[src/rtl/serial_half_adder_chain.sv]
// Bit-serial adder: two half-adder cells plus a carry flop, one bit per clock, LSB first.
// Optional subtract mode is enabled by defining SERIAL_HALF_ADDER_SUB_EN (adds the `sub` port).
module serial_half_adder_chain #(
    parameter int WIDTH = 8,
    parameter int CNT_W = $clog2(WIDTH + 1)
) (
    input  logic             clk,
    input  logic             rst,
    input  logic             in_valid,
    output logic             in_ready,
    input  logic [WIDTH-1:0] a,
    input  logic [WIDTH-1:0] b,
`ifdef SERIAL_HALF_ADDER_SUB_EN
    input  logic             sub,
`endif
    output logic             out_valid,
    input  logic             out_ready,
    output logic [WIDTH-1:0] sum,
    output logic             cout,
    output logic             busy
);

    typedef enum logic [1:0] {
        IDLE = 2'd0,
        RUN  = 2'd1,
        DONE = 2'd2
    } state_t;

    localparam logic [CNT_W-1:0] LAST_BIT = CNT_W'(WIDTH - 1);

    state_t           state_q, state_d;
    logic [WIDTH-1:0] a_sh_q, a_sh_d;
    logic [WIDTH-1:0] b_sh_q, b_sh_d;
    logic [WIDTH-1:0] res_sh_q, res_sh_d;
    logic             carry_q, carry_d;
    logic [CNT_W-1:0] cnt_q, cnt_d;

    logic [WIDTH-1:0] b_load;
    logic             carry_load;
    logic             p, g1, s, g2;

    // Subtraction is a + ~b + 1: invert B and seed the carry with 1.
`ifdef SERIAL_HALF_ADDER_SUB_EN
    assign b_load     = sub ? ~b : b;
    assign carry_load = sub;
`else
    assign b_load     = b;
    assign carry_load = 1'b0;
`endif

    assign p  = a_sh_q[0] ^ b_sh_q[0];
    assign g1 = a_sh_q[0] & b_sh_q[0];
    assign s  = p ^ carry_q;
    assign g2 = p & carry_q;

    always_comb begin
        state_d  = state_q;
        a_sh_d   = a_sh_q;
        b_sh_d   = b_sh_q;
        res_sh_d = res_sh_q;
        carry_d  = carry_q;
        cnt_d    = cnt_q;
        case (state_q)
            IDLE: begin
                if (in_valid) begin
                    a_sh_d   = a;
                    b_sh_d   = b_load;
                    carry_d  = carry_load;
                    cnt_d    = '0;
                    res_sh_d = '0;
                    state_d  = RUN;
                end
            end
            RUN: begin
                carry_d  = g1 | g2;
                res_sh_d = {s, res_sh_q[WIDTH-1:1]};
                a_sh_d   = a_sh_q >> 1;
                b_sh_d   = b_sh_q >> 1;
                cnt_d    = cnt_q + CNT_W'(1);
                if (cnt_q == LAST_BIT) begin
                    state_d = DONE;
                end
            end
            DONE: begin
                if (out_ready) begin
                    state_d = IDLE;
                end
            end
            default: state_d = IDLE;
        endcase
    end

    always_ff @(posedge clk or posedge rst) begin
        if (rst) begin
            state_q  <= IDLE;
            a_sh_q   <= '0;
            b_sh_q   <= '0;
            res_sh_q <= '0;
            carry_q  <= 1'b0;
            cnt_q    <= '0;
        end else begin
            state_q  <= state_d;
            a_sh_q   <= a_sh_d;
            b_sh_q   <= b_sh_d;
            res_sh_q <= res_sh_d;
            carry_q  <= carry_d;
            cnt_q    <= cnt_d;
        end
    end

    // No same-cycle turnaround: in_ready is low in DONE.
    assign in_ready  = (state_q == IDLE);
    assign busy      = (state_q == RUN);
    assign out_valid = (state_q == DONE);
    assign sum       = res_sh_q;
    assign cout      = carry_q;

endmodule

[config.mk]
export PLATFORM = sky130hd
export DESIGN_NAME = serial_half_adder_chain
export DESIGN_NICKNAME = d
export VERILOG_FILES = /design/src/rtl/serial_half_adder_chain.sv
export SDC_FILE = /design/constraint.sdc
export NUM_CORES = 1
export LEC_CHECK = 0
export ABC_CLOCK_PERIOD_IN_PS = 1600
export CORE_ASPECT_RATIO = 1.5
export CORE_MARGIN = 2
export CORE_UTILIZATION = 49
export DETAILED_ROUTE_END_ITERATION = 8
export PLACE_DENSITY = 0.82
export SKIP_CTS_REPAIR_TIMING = 1
export SYNTH_ARGS = -nofsm -noshare
export SYNTH_HDL_FRONTEND = slang
export SYNTH_SLANG_ARGS = --single-unit
[constraint.sdc]
create_clock -name clk -period 1.6 [get_ports clk]
set_input_delay 0.32 -clock clk [delete_from_list [all_inputs] [get_ports clk]]
set_output_delay 0.32 -clock clk [all_outputs]
set_load 0.05 [all_outputs]
==> impl_metrics.sql, run 1 <==
INSERT INTO impl_metrics (metric_group, metric, value, unit) VALUES
('power', 'p_comb_share', '45.4', '%'),
('detailed_routing', 'via_per_inst', '5.416', ''),
('grt', 'grt_start_max_net_pins', '32', ''),
('synthesis', 'yosysWarnings', '0', ''),
('timing', 'final.hold.worst_slack', '0.4228', 'ns'),
('synthesis', 'syn-cell-area', '1470', 'sq um'),
('final_layout', 'synthToLayoutAreaGrowth', '31.91', '%'),
('placed_design', 'place_worst_setup_slack', '0.008507', 'ns'),
('power', 'power.clock.fraction', '16.4', '%'),
('synthesis', 'synth.top_cells.by_count', 'sky130_fd_sc_hd__dfrtp_1 (31), sky130_fd_sc_hd__a21oi_1 (16), sky130_fd_sc_hd__a22o_1 (12), sky130_fd_sc_hd__nand2_1 (11), sky130_fd_sc_hd__and3b_1 (10)', ''),
('placed_design', 'placed_instances', '199', ''),
('detailed_routing', 'via_count', '1132', ''),
('synthesis', 'synth_sequential_area_ratio', '52.77', '%'),
('floorplanning', 'die_y', '71.09', 'microns'),
('outcome', 'status', 'finished, final reports clean', ''),
('synthesis', 'synth.area.top_cells', 'sky130_fd_sc_hd__dfrtp_1 (53%), sky130_fd_sc_hd__a22o_1 (7.1%), sky130_fd_sc_hd__and3b_1 (6.0%)', ''),
('clocking', 'cts_max_path_buffers', '2', ''),
('floorplanning', 'core.rowCount', '24', ''),
('floorplanning', 'die_area', '3464', 'sq um'),
('clocking', 'cts.sink_count', '31', ''),
('floorplanning', 'coreArea', '2883', 'sq um'),
('final_layout', 'num-nets-final', '191', ''),
('grt', 'grt_remaining_overflow', '0', ''),
('power', 'total_power', '3.486', 'mW'),
('synthesis', 'postSynth.asyncResetShare', '100.0', '%'),
('clocking', 'clock_tree_from_tritoncts', 'yes', ''),
('detailed_routing', 'routed_wl', '2868', 'microns'),
('floorplanning', 'io_pins', '32', ''),
('floorplanning', 'floorplan.die.width', '48.73', 'microns'),
('worst_setup_path', 'critPathMaxFanout', '26', ''),
('placed_design', 'dp_hpwl', '2016', 'microns'),
('detailed_routing', 'firstDrtPassIters', '4', ''),
('timing', 'highest_clock_rate', '655.4', 'MHz'),
('timing', 'final-setup-viol-count', '0', ''),
('timing', 'worst_pin_slew', '0.3723', 'ns'),
('timing', 'final_period_minus_worst_setup_slack', '1.526', 'ns'),
('synthesis', 'synth_enable_flop_cells', '0', ''),
('synthesis', 'most_frequent_cell_after_synthesis', 'sky130_fd_sc_hd__dfrtp_1', ''),
('synthesis', 'post_synth_num_cell_types', '25', ''),
('timing', 'final-max-slew-violation-count', '0', ''),
('clocking', 'cts.clk_slew.worst_paths', '0.06', 'ns'),
('floorplanning', 'floorplan.initialDensity', '51.00', '%'),
('worst_setup_path', 'cp_data_required_time', '1.28', 'ns'),
('detailed_routing', 'wl_per_cell', '13.72', 'microns'),
('timing', 'setup_ws', '0.07411', 'ns'),
('flow_run', 'maxCapViolations', '0', ''),
('power', 'fraction_of_power_spent_switching_nets', '39.56', '%'),
('clocking', 'worst_skew_pair.late_latency', '0.28', 'ns'),
('worst_setup_path', 'timing.critical_path.arrival', '1.21', 'ns'),
('worst_hold_path', 'hold_path_class', 'input pin to async pin', ''),
('power', 'ir_worst_vdd', '0.001231', 'V'),
('clocking', 'h_tree_depth', '2', ''),
('detailed_routing', 'drc', '0', ''),
('timing', 'final.setup_skew', '0.003483', 'ns'),
('worst_setup_path', 'critPathLaunchType', 'flop', ''),
('synthesis', 'post-synth-top-area-fraction', '52.77', '%'),
('placed_design', 'finalWeightedCongestion', '0.7578', ''),
('final_layout', 'post_route_cells_drive_above_1_share', '21.18', '%'),
('clocking', 'numCtsBuffers', '5', ''),
('worst_setup_path', 'critical_path_class', 'flop to output port', ''),
('power', 'internal_power', '2.107', 'mW'),
('timing', 'maxSlewHeadroom', '75.18', '%'),
('timing', 'final-hold-violation-count', '0', ''),
('synthesis', 'synth.net_count', '153', ''),
('grt', 'first_pass_grt_wire_length', '5154', 'microns'),
('final_layout', 'instances_no_fill', '209', ''),
('power', 'power_frac_seq', '38.2', '%'),
('worst_setup_path', 'crit_path_end_kind', 'output port', ''),
('synthesis', 'synth.ff_latch_count', '31', ''),
('synthesis', 'post_synth.cell_area_avg', '11.22', 'sq um'),
('synthesis', 'synthDominantAreaCellType', 'sky130_fd_sc_hd__dfrtp_1', '');
[logic make-up after synthesis]
kind of cell,Yosys count,synth area share (%)
AO/OA/AOI/OAI,50,22.55
AND/OR/NAND/NOR,33,13.96
flip-flops,31,52.77
buffers and inverters,13,6.977
multiplexers,2,1.532
adder cells (fa/ha/maj),2,2.213
[critical path, cell delays in order (launching register included)]
cell                      delay [ns]
sky130_fd_sc_hd__dfrtp_2        0.46
sky130_fd_sc_hd__buf_12         0.18
sky130_fd_sc_hd__nor2_4         0.13
sky130_fd_sc_hd__buf_12         0.15
[state kept, by name, summed over array words and instances, names as in the netlist]
register,count
cnt_q,4
a_sh_q,8
cout,1
sum,8
b_sh_q,8
state_q,2
[final cells by class]
type | count | area (sq um) | share of cell area (%)
repair buffers | 41 | 417.9 | 21.55
flip-flops and latches | 31 | 778.2 | 40.13
inverters | 3 | 11.26 | 0.5806
multi-input cells | 87 | 601.8 | 31.03
clock buffers | 7 | 76.32 | 3.935
well taps | 39 | 48.80 | 2.516
clock inverters | 1 | 5.005 | 0.2581
[per-stage QoR]
| stage | area [sq um] | utilization, % | setup TNS [ns] |
|---|---|---|---|
| 2_1_floorplan | 1475 | - | 0 |
| 5_1_grt | 1939 | 67.27 | 0 |
| 3_5_place_dp | 1836 | 63.67 | 0 |
| 3_3_place_gp | 1836 | 63.67 | 0 |
| 6_report | 1939 | 67.27 | 0 |
| 4_1_cts | 1917 | 66.49 | -0.1458 |
[layer usage]
layer  vias up  wire [microns]  track usage (%)
li1        549               -                -
met5         -               0                0
met2        33            1465            33.79
met3         5             121            5.907
met4         0              74            11.43
met1       545            1206            20.82
[worst paths after layout]
| check | start | to | slack (ns) | depth (start not counted) |
|---|---|---|---|---|
| worst min register to register | a_sh_q[7] | a_sh_q[7] | 0.49 | 1 |
| max in group asynchronous | rst | state_q[1] | 0.89 | 3 |
| worst max register to register | state_q[0] | b_sh_q[3] | 0.29 | 5 |
| worst min-delay path | rst | sum[4] | 0.42 | 3 |
| worst max-delay path | state_q[0] | in_ready | 0.07 | 3 |
| min in group clk | a_sh_q[7] | a_sh_q[7] | 0.49 | 1 |
[cells in the final DEF, fill, tap and decap left out, types with 5 or more instances in the layout]
cell type	count
sky130_fd_sc_hd__a21oi_1	16
sky130_fd_sc_hd__a22o_1	12
sky130_fd_sc_hd__and3b_1	10
sky130_fd_sc_hd__buf_12	5
sky130_fd_sc_hd__buf_4	17
sky130_fd_sc_hd__clkbuf_8	5
sky130_fd_sc_hd__clkdlybuf4s50_1	19
sky130_fd_sc_hd__dfrtp_1	29
sky130_fd_sc_hd__nand2_1	11
sky130_fd_sc_hd__o21ai_0	5
sky130_fd_sc_hd__o21ai_1	9
[power by group through the flow]
stage                     clock network, mW  registers, mW  logic [mW]
final                                 0.571           1.33        1.58
after global routing                  0.643           1.38        1.69
after CTS                             0.594           1.33        1.56
after detailed placement                  0           1.34        1.55
after global placement                    0           1.32        1.50
after floorplan                           0           1.55       0.859
Power figures use the tool's default switching activity.
==> run 2: changes to the inputs <==
- SKIP_LAST_GASP: default -> 1
==> run 2 against run 1 <==
Net effect:
- the run now ends with negative setup slack left
- utilization decreased by 0.17 points
- register-to-register slack about the same
- sequential power is essentially flat
- via count is essentially flat
- combinational power is essentially flat
- count of clock-buffer cells in the layout unchanged
- worst hold slack hardly changed
- maximum frequency decreased by 5.5%
- sequential share of layout area up 0.10 points
- final cell count unchanged
- die area stayed put
- largest power group unchanged
==> impl_metrics.sql, run 2 (same netlist as run 1, synthesis figures left out) <==
INSERT INTO impl_metrics (metric_group, metric, value, unit) VALUES
('outcome', 'status', 'finished with violations', ''),
('outcome', 'failed_checks', 'negative setup slack', ''),
('final_layout', 'postLayoutCoreUtil', '67.10', '%'),
('timing', 'period_utilization', '100.9', '%'),
('timing', 'highest_clock_rate', '619.5', 'MHz'),
('power', 'power_density', '1799', 'nW/um^2'),
('flow_run', 'maxCapViolations', '0', ''),
('grt', 'first_pass_grt_wire_length', '5154', 'microns'),
('floorplanning', 'die_y', '71.09', 'microns'),
('clocking', 'numCtsBuffers', '5', ''),
('clocking', 'cts_max_path_buffers', '2', ''),
('worst_hold_path', 'hold_path_class', 'input pin to async pin', ''),
('timing', 'final_period_minus_worst_setup_slack', '1.614', 'ns'),
('grt', 'grt_antenna_before_repair', '0', ''),
('final_layout', 'layout_commonest_cell', 'sky130_fd_sc_hd__dfrtp_1', ''),
('worst_setup_path', 'critPathMaxFanout', '26', ''),
('final_layout', 'n_antenna_cell', '0', ''),
('timing', 'final-hold-violation-count', '0', ''),
('detailed_routing', 'drt_first_iter_violations', '28', ''),
('timing', 'maxSlewHeadroom', '75.18', '%'),
('final_layout', 'mostFrequentLayoutCells', 'sky130_fd_sc_hd__dfrtp_1 (29), sky130_fd_sc_hd__clkdlybuf4s50_1 (19), sky130_fd_sc_hd__buf_4 (17), sky130_fd_sc_hd__a21oi_1 (16), sky130_fd_sc_hd__a22o_1 (12)', ''),
('grt', 'grt.met2_usage', '33.79', '%'),
('worst_setup_path', 'cpPeakStageDelay', '0.46', 'ns'),
('final_layout', 'num-nets-final', '191', ''),
('final_layout', 'synthToLayoutAreaGrowth', '31.57', '%'),
('floorplanning', 'coreArea', '2883', 'sq um'),
('timing', 'final.setup_skew', '0.003398', 'ns'),
('worst_setup_path', 'timing.critical_path.arrival', '1.29', 'ns'),
('worst_setup_path', 'cp_data_required_time', '1.28', 'ns'),
('floorplanning', 'floorplan.initialDensity', '51.00', '%'),
('placed_design', 'finalWeightedCongestion', '0.7578', ''),
('floorplanning', 'floorplan.die.width', '48.73', 'microns'),
('floorplanning', 'core.rowCount', '24', ''),
('worst_setup_path', 'critical-path-top-cell-by-count', 'sky130_fd_sc_hd__buf_12', ''),
('clocking', 'worst_skew_pair.late_latency', '0.28', 'ns'),
('detailed_routing', 'drc', '0', ''),
('detailed_routing', 'via_count', '1133', ''),
('floorplanning', 'die_area', '3464', 'sq um'),
('grt', 'grt_start_max_net_pins', '32', ''),
('clocking', 'cts-root-buf', 'sky130_fd_sc_hd__clkbuf_8', ''),
('grt', 'grt_most_used_layer', 'met2', ''),
('worst_setup_path', 'crit_chain', 'buf_12, nor2_2, buf_12', ''),
('worst_setup_path', 'critPathLaunchType', 'flop', ''),
('power', 'total_power', '3.480', 'mW'),
('detailed_routing', 'drtAntennaViolNets', '0', ''),
('clocking', 'cts.sink_count', '31', ''),
('clocking', 'clock_tree_from_tritoncts', 'yes', ''),
('worst_setup_path', 'crit_path_end_kind', 'output port', ''),
('detailed_routing', 'wl_per_cell', '13.74', 'microns'),
('final_layout', 'post_route_cells_drive_above_1_share', '21.18', '%'),
('detailed_routing', 'routed_wl', '2871', 'microns'),
('placed_design', 'place_worst_setup_slack', '0.008507', 'ns'),
('timing', 'worst_pin_slew', '0.3723', 'ns'),
('worst_setup_path', 'critical_path_class', 'flop to output port', ''),
('detailed_routing', 'via_per_inst', '5.421', ''),
('timing', 'setup-tns-final', '-0.01425', 'ns'),
('grt', 'grt_use_met3', '5.907', '%'),
('grt', 'gr-usage-all-layers', '19.52', '%'),
('placed_design', 'dp_hpwl', '2016', 'microns'),
('timing', 'final-setup-viol-count', '1', ''),
('timing', 'final.hold.worst_slack', '0.4228', 'ns'),
('power', 'ir_worst_vdd', '0.001231', 'V'),
('timing', 'final-max-slew-violation-count', '0', ''),
('floorplanning', 'io_pins', '32', ''),
('timing', 'setup_ws', '-0.01425', 'ns'),
('placed_design', 'buffer_ports.inserted', '31', ''),
('detailed_routing', 'firstDrtPassIters', '4', ''),
('power', 'power.static_leakage', '0.9160', 'nW'),
('timing', 'grt_setup_unrepaired', 'yes', ''),
('clocking', 'h_tree_depth', '2', ''),
('clocking', 'cts.clk_slew.worst_paths', '0.06', 'ns'),
('worst_setup_path', 'critPathSlowestCell', 'sky130_fd_sc_hd__dfrtp_2', ''),
('grt', 'grt_remaining_overflow', '0', ''),
('grt', 'first_global_vias', '1188', ''),
('grt', 'grt_use_met1', '20.82', '%');
-- run 2: cell counts in the layout (fill, tap and decap cells not counted) --
No cell type changed its count.
-- run 2: final cells by class --
| cell class | count | area, sq um |
|---|---|---|
| clock buffers | 7 | 76.32 |
| multi-input cells | 87 | 596.8 |
| inverters | 3 | 11.26 |
| clock inverters | 1 | 5.005 |
| repair buffers | 41 | 417.9 |
| fillers | 240 | 948.4 |
| flip-flops and latches | 31 | 778.2 |
| well taps | 39 | 48.80 |
-- run 2: routing by layer --
| metal | up-vias | part of all wire [%] |
|---|---|---|
| met2 | 33 | 51 |
| met4 | 0 | 2.6 |
| met3 | 5 | 4.2 |
| met1 | 546 | 42 |
| li1 | 549 | - |
| met5 | - | 0 |
-- run 2: per-stage QoR --
step                instance area (sq um)  std cells
detailed placement                   1836        199
floorplan                            1475        131
global route                         1934        209
global placement                     1836        199
finish                               1934        209
CTS                                  1917        207
-- run 2: report_power, final --
group / internal [mW] / switching (mW) / total (mW)
sequential: 1.08 / 0.253 / 1.33
combinational: 0.725 / 0.854 / 1.58
clock: 0.304 / 0.267 / 0.571
total: 2.11 / 1.37 / 3.48
-- run 2: worst paths after layout --
path / startpoint / endpoint / slack, ns / cells after the start
max: state_q[0] / in_ready / -0.01 / 3
max reg2reg: state_q[0] / b_sh_q[3] / 0.30 / 5
min reg2reg: a_sh_q[7] / a_sh_q[7] / 0.49 / 1
max in group asynchronous: rst / state_q[1] / 0.89 / 3
min: rst / sum[4] / 0.42 / 3
min in group clk: a_sh_q[7] / a_sh_q[7] / 0.49 / 1
-- run 2: worst max-delay path: cells and delay by family (launching register included) --
| family | cells | cell delay, ns |
|---|---|---|
| AND/OR/NAND/NOR | 1 | 0.20 |
| flip-flops | 1 | 0.46 |
| buffers and inverters | 2 | 0.35 |
